**config.mk**
```make
export PLATFORM = sky130hd
export DESIGN_NAME = alarm_ring_ctrl
export DESIGN_NICKNAME = d
export VERILOG_FILES = /design/src/rtl/alarm_ring_ctrl.sv
export SDC_FILE = /design/constraint.sdc
export NUM_CORES = 1
export LEC_CHECK = 0
export CAP_MARGIN = 20
export CORE_UTILIZATION = 42
export CTS_BUF_LIST = sky130_fd_sc_hd__clkbuf_16
export CTS_CLUSTER_DIAMETER = 30
export DETAILED_ROUTE_END_ITERATION = 8
export PLACE_DENSITY = 0.78
export SYNTH_ARGS = -nofsm -noshare
export SYNTH_HDL_FRONTEND = slang
export SYNTH_SLANG_ARGS = --single-unit
```
**constraint.sdc**
```tcl
create_clock -name clock -period 1.5 [get_ports clock]
set_input_delay 0.3 -clock clock [delete_from_list [all_inputs] [get_ports clock]]
set_output_delay 0.3 -clock clock [all_outputs]
set_load 0.03 [all_outputs]
```
**src/rtl/alarm_ring_ctrl.sv**
```systemverilog
// Alarm sequencer: arm, ring, snooze, auto-silence and re-arm, plus buzzer cadence.
// Snooze support is built only when ALARM_SNOOZE_EN is defined.
module alarm_ring_ctrl #(
  parameter int RING_MINUTES   = 5,
  parameter int SNOOZE_MINUTES = 9,
  parameter int MAX_SNOOZES    = 3
) (
  input  logic       clock,
  input  logic       reset,
  input  logic       one_second,
  input  logic       one_minute,
  input  logic       alarm_match,
  input  logic       alarm_enable,
  input  logic       snooze_button,
  input  logic       stop_button,
  input  logic       load_new_alarm,
  output logic       buzzer,
  output logic       ringing,
  output logic       snoozed,
  output logic [1:0] snooze_count
);

`ifdef ALARM_SNOOZE_EN
  typedef enum logic [2:0] {IDLE, ARMED, RINGING, SNOOZE, DONE} state_t;
`else
  typedef enum logic [2:0] {IDLE, ARMED, RINGING, DONE} state_t;
`endif

  localparam logic [5:0] RING_TERM = 6'(RING_MINUTES);
  localparam logic [5:0] SNZ_TERM  = 6'(SNOOZE_MINUTES);
  localparam logic [1:0] MAX_SNZ   = 2'(MAX_SNOOZES);

  state_t     state, state_nx;
  logic       match_q, snz_q, stp_q;
  logic       match_rise, snz_rise, stp_rise;
  logic [5:0] ring_min, ring_min_nx;
  logic       buzzer_nx;

  assign match_rise = alarm_match & ~match_q;
  assign snz_rise   = snooze_button & ~snz_q;
  assign stp_rise   = stop_button & ~stp_q;

`ifdef ALARM_SNOOZE_EN
  logic [5:0] snz_min, snz_min_nx;
  logic [1:0] snz_cnt, snz_cnt_nx;

  always_ff @(posedge clock or posedge reset) begin
    if (reset) begin
      snz_min <= 6'd0;
      snz_cnt <= 2'd0;
    end else begin
      snz_min <= snz_min_nx;
      snz_cnt <= snz_cnt_nx;
    end
  end

  assign snoozed      = (state == SNOOZE);
  assign snooze_count = snz_cnt;
`else
  logic unused_cfg;
  assign unused_cfg   = snz_rise ^ (^SNZ_TERM) ^ (^MAX_SNZ);
  assign snoozed      = 1'b0;
  assign snooze_count = 2'b00;
`endif

  always_ff @(posedge clock or posedge reset) begin
    if (reset) begin
      match_q  <= 1'b0;
      snz_q    <= 1'b0;
      stp_q    <= 1'b0;
      state    <= IDLE;
      ring_min <= 6'd0;
      buzzer   <= 1'b0;
    end else begin
      match_q  <= alarm_match;
      snz_q    <= snooze_button;
      stp_q    <= stop_button;
      state    <= state_nx;
      ring_min <= ring_min_nx;
      buzzer   <= buzzer_nx;
    end
  end

  always_comb begin
    state_nx    = state;
    ring_min_nx = ring_min;
`ifdef ALARM_SNOOZE_EN
    snz_min_nx  = snz_min;
    snz_cnt_nx  = snz_cnt;
`endif
    if (!alarm_enable || (load_new_alarm && state != IDLE)) begin
      state_nx    = alarm_enable ? ARMED : IDLE;
      ring_min_nx = 6'd0;
`ifdef ALARM_SNOOZE_EN
      snz_min_nx  = 6'd0;
      snz_cnt_nx  = 2'd0;
`endif
    end else begin
      case (state)
        IDLE: state_nx = ARMED;
        ARMED: begin
          if (match_rise) begin
            state_nx    = RINGING;
            ring_min_nx = 6'd0;
          end
        end
        RINGING: begin
          if (stp_rise) begin
            state_nx = DONE;
`ifdef ALARM_SNOOZE_EN
          end else if (snz_rise && snz_cnt < MAX_SNZ) begin
            state_nx   = SNOOZE;
            snz_cnt_nx = snz_cnt + 2'd1;
            snz_min_nx = 6'd0;
`endif
          end else if (one_minute) begin
            // Saturate on the terminal pulse; the same pulse ends the ring.
            if (ring_min >= RING_TERM - 6'd1) begin
              ring_min_nx = RING_TERM;
              state_nx    = DONE;
            end else begin
              ring_min_nx = ring_min + 6'd1;
            end
          end
        end
`ifdef ALARM_SNOOZE_EN
        SNOOZE: begin
          if (stp_rise) begin
            state_nx = DONE;
          end else if (one_minute) begin
            if (snz_min >= SNZ_TERM - 6'd1) begin
              snz_min_nx  = SNZ_TERM;
              state_nx    = RINGING;
              ring_min_nx = 6'd0;
            end else begin
              snz_min_nx = snz_min + 6'd1;
            end
          end
        end
`endif
        DONE: begin
          if (!alarm_match) begin
            state_nx = ARMED;
`ifdef ALARM_SNOOZE_EN
            snz_cnt_nx = 2'd0;
`endif
          end
        end
        default: state_nx = IDLE;
      endcase
    end

    buzzer_nx = 1'b0;
    if (state_nx == RINGING) begin
      buzzer_nx = (state == RINGING) ? (buzzer ^ one_second) : 1'b1;
    end
  end

  assign ringing = (state == RINGING);

endmodule

```
==> run metrics <==
status finished with violations; failing checks setup timing; Clock Sinks 12; grt met2 use 0.395; Min-Delay Path Class primary input to register; initial antenna violation count 0; Root Buffer clkbuf_16; Worst Setup End Kind register; Setup violations, final 8; Die Ht 40.2 um; Worst Clk Skew 0.000990 ns; DRT antenna net count 0; Crit Path Max Fanout 5; mapped cell area 613 sq um; RSZ-0062 raised after global routing true; worst setup margin -0.144 ns; Clock transition at path regs 0.04 ns; Yosys reg bits 12; layout cells sized above 1 0.461; vias in the first global route 519; required time of the critical path 1.66 ns; Slew Limit Fails 0; Congestion Overflow GR 0; YS warnings 0; initial drt markers 7; Core Footprint 0.00133 sq mm; top cells by area, synth dfrtp_1 49%, mux2i_1 4.9%, inv_1 4.3%, ha_1 4.1%, buf_4 3.7%; first-pass GRT wire length 2470 um; DR DRC count 0; largest net degree at the start of global routing 13; I/O pins 14; GRT met1 Usage 0.309; EDFF count, synth 0; pwr dens 941 mW/mm^2; synth cell count leaders 12 x dfrtp_1, 7 x inv_1, 3 x buf_4, 3 x mux2i_1; DIE WIDTH 40.2 um; element type at the critical path start register; TritonRoute pass-1 iters 4; Max-cap violations 0; Hold Vio Cnt, Final 0; GRT Max-Usage Layer met2; area of the multi-input gates 347 sq um; Seq/Total Area, Yosys 0.490; Register Area 303 sq um; vias per std cell 5.07; Worst Path Buf+Inv 2; clock latency on the worst-skew pair 0.24 ns; CP arrival 1.80 ns; FMAX 608 MHz; Overall Power 973 uW; Std-Cell Rows 13; Initial Util 0.460; Tcrit/Tclk final 1.10; Clock Tree Buf Depth 2; number of diodes 0; critical path class register to register; Cell Count, Final, Fillers Out 104; delay-heaviest family, CP flip-flops; Yosys top cell area share 0.490; Yosys top cell by area dfrtp_1; top-count cell post-synth dfrtp_1; met3 usage 0.0556; total number of vias 527; Yosys cell types 29; nets@finish 101; Synth-to-Final Area Change 68.8%; max incr delay on CP 0.45 ns; Leak 0.000493 uW; syn_area_per_cell 11.1 sq um; Routed wire per std cell 16.0 um; Die Area 0.00162 sq mm; Num CTS Buffers 3; fillers 79; Total Routing Usage GR 0.246; GP Congestion 0.795; H-tree depth 1; final WL 1660 um; dpl cells 91; input/output buffers 9; ys flop type dfrtp_1; clock period minus worst slack 1.64 ns; fraction of registers with async set/reset 1.00; Detail Placement HPWL 917 um; Cells after Synth 55; Crit-path slowest cell dfrtp_2; sequence of cells on the critical path buf_6 -> nor4bb_4 -> nor2b_4 -> a311oi_4 -> buf_4 -> mux2i_1; Worst VDD drop 0.765 mV; CTS tree done
## power breakdown
group	internal [uW]	switching, uW
sequential	333	11.1
clock	352	145
combinational	73.8	59.3
total	758	215
## timing repair
item	4_1_cts	5_1_grt
buffers inserted	7	3
endpoints found under the setup margin	9	9
hold buffers	0	0
pin swaps	5	4
resized for setup	13	10
## routing by layer
layer / part of all wire / wire length [um] / up-vias
met2: 0.50 / 828 / 18
met5: 0 / 0 / -
met3: 0.027 / 44 / 6
li1: - / - / 254
met4: 0.017 / 29 / 0
met1: 0.46 / 758 / 249
## registers in the layout, summed over array words and instances (netlist names)
| signal | count |
|---|---|
| buzzer | 1 |
| match_q | 1 |
| ring_min | 6 |
| state | 3 |
| stp_q | 1 |
## layout make-up
| cell class | instances | area share |
|---|---|---|
| Clock buffer | 3 | 0.0726 |
| Clock inverter | 1 | 0.00363 |
| Inverter | 7 | 0.0254 |
| Multi-Input combinational cell | 36 | 0.335 |
| Sequential cell | 12 | 0.293 |
| Tap cell | 15 | 0.0181 |
| Timing Repair Buffer | 30 | 0.253 |
## worst register-to-register path: stages, from the launching register on
cell      delay, ns
dfrtp_2        0.45
buf_6          0.13
nor4bb_4       0.15
nor2b_4        0.14
a311oi_4       0.30
buf_4          0.21
mux2i_1        0.19
## cells in the final DEF (no fill, tap or decap), types with 2 or more instances in the layout
| cell type | Yosys | final |
|---|---|---|
| buf_6 | 0 | 5 |
| buf_4 | 3 | 17 |
| ha_1 | 2 | 2 |
| inv_1 | 7 | 7 |
| clkbuf_16 | 0 | 3 |
| and3_4 | 1 | 2 |
| clkdlybuf4s50_1 | 0 | 6 |
| dfrtp_2 | 0 | 2 |
| and2_4 | 0 | 2 |
| mux2i_1 | 3 | 2 |
| dlygate4sd2_1 | 0 | 2 |
| dfrtp_1 | 12 | 10 |
| conb_1 | 1 | 4 |
## per-stage QoR
step	util	cell area (sq um)	hold slack (ns)	setup WS, ns	setup TNS (ns)
final	0.776	1030	0.345	-0.144	-0.778
after global routing	0.776	1030	0.354	-0.196	-1.12
after CTS	0.743	991	0.339	-0.111	-0.357
after detailed placement	0.607	810	0.558	-0.373	-2.53
after global placement	0.607	810	0.547	-0.304	-2.17
after floorplan	-	636	0.165	-0.0419	-0.0419
## path summary, 6_finish.rpt
path / startpoint / cells past startpoint / to / slack [ns]
worst max-delay path: state[0] / 6 / ring_min[2] / -0.14
worst min-delay path: alarm_match / 1 / match_q / 0.34
worst max register to register: state[0] / 6 / ring_min[2] / -0.14
worst min register to register: ring_min[1] / 2 / ring_min[1] / 0.59
max in group asynchronous: reset / 2 / state[2] / 0.75
min in group asynchronous: reset / 2 / buzzer / 0.39
## kinds of logic after synthesis
logic type | synth area share
mux | 0.0490
other cells | 0.00612
fa+ha+maj | 0.0408
xor+xnor | 0.0143
flops | 0.490
buf+inv | 0.0796
simple gates | 0.227
compound gates | 0.0939
No activity file was read; power rests on OpenSTA's default activity.
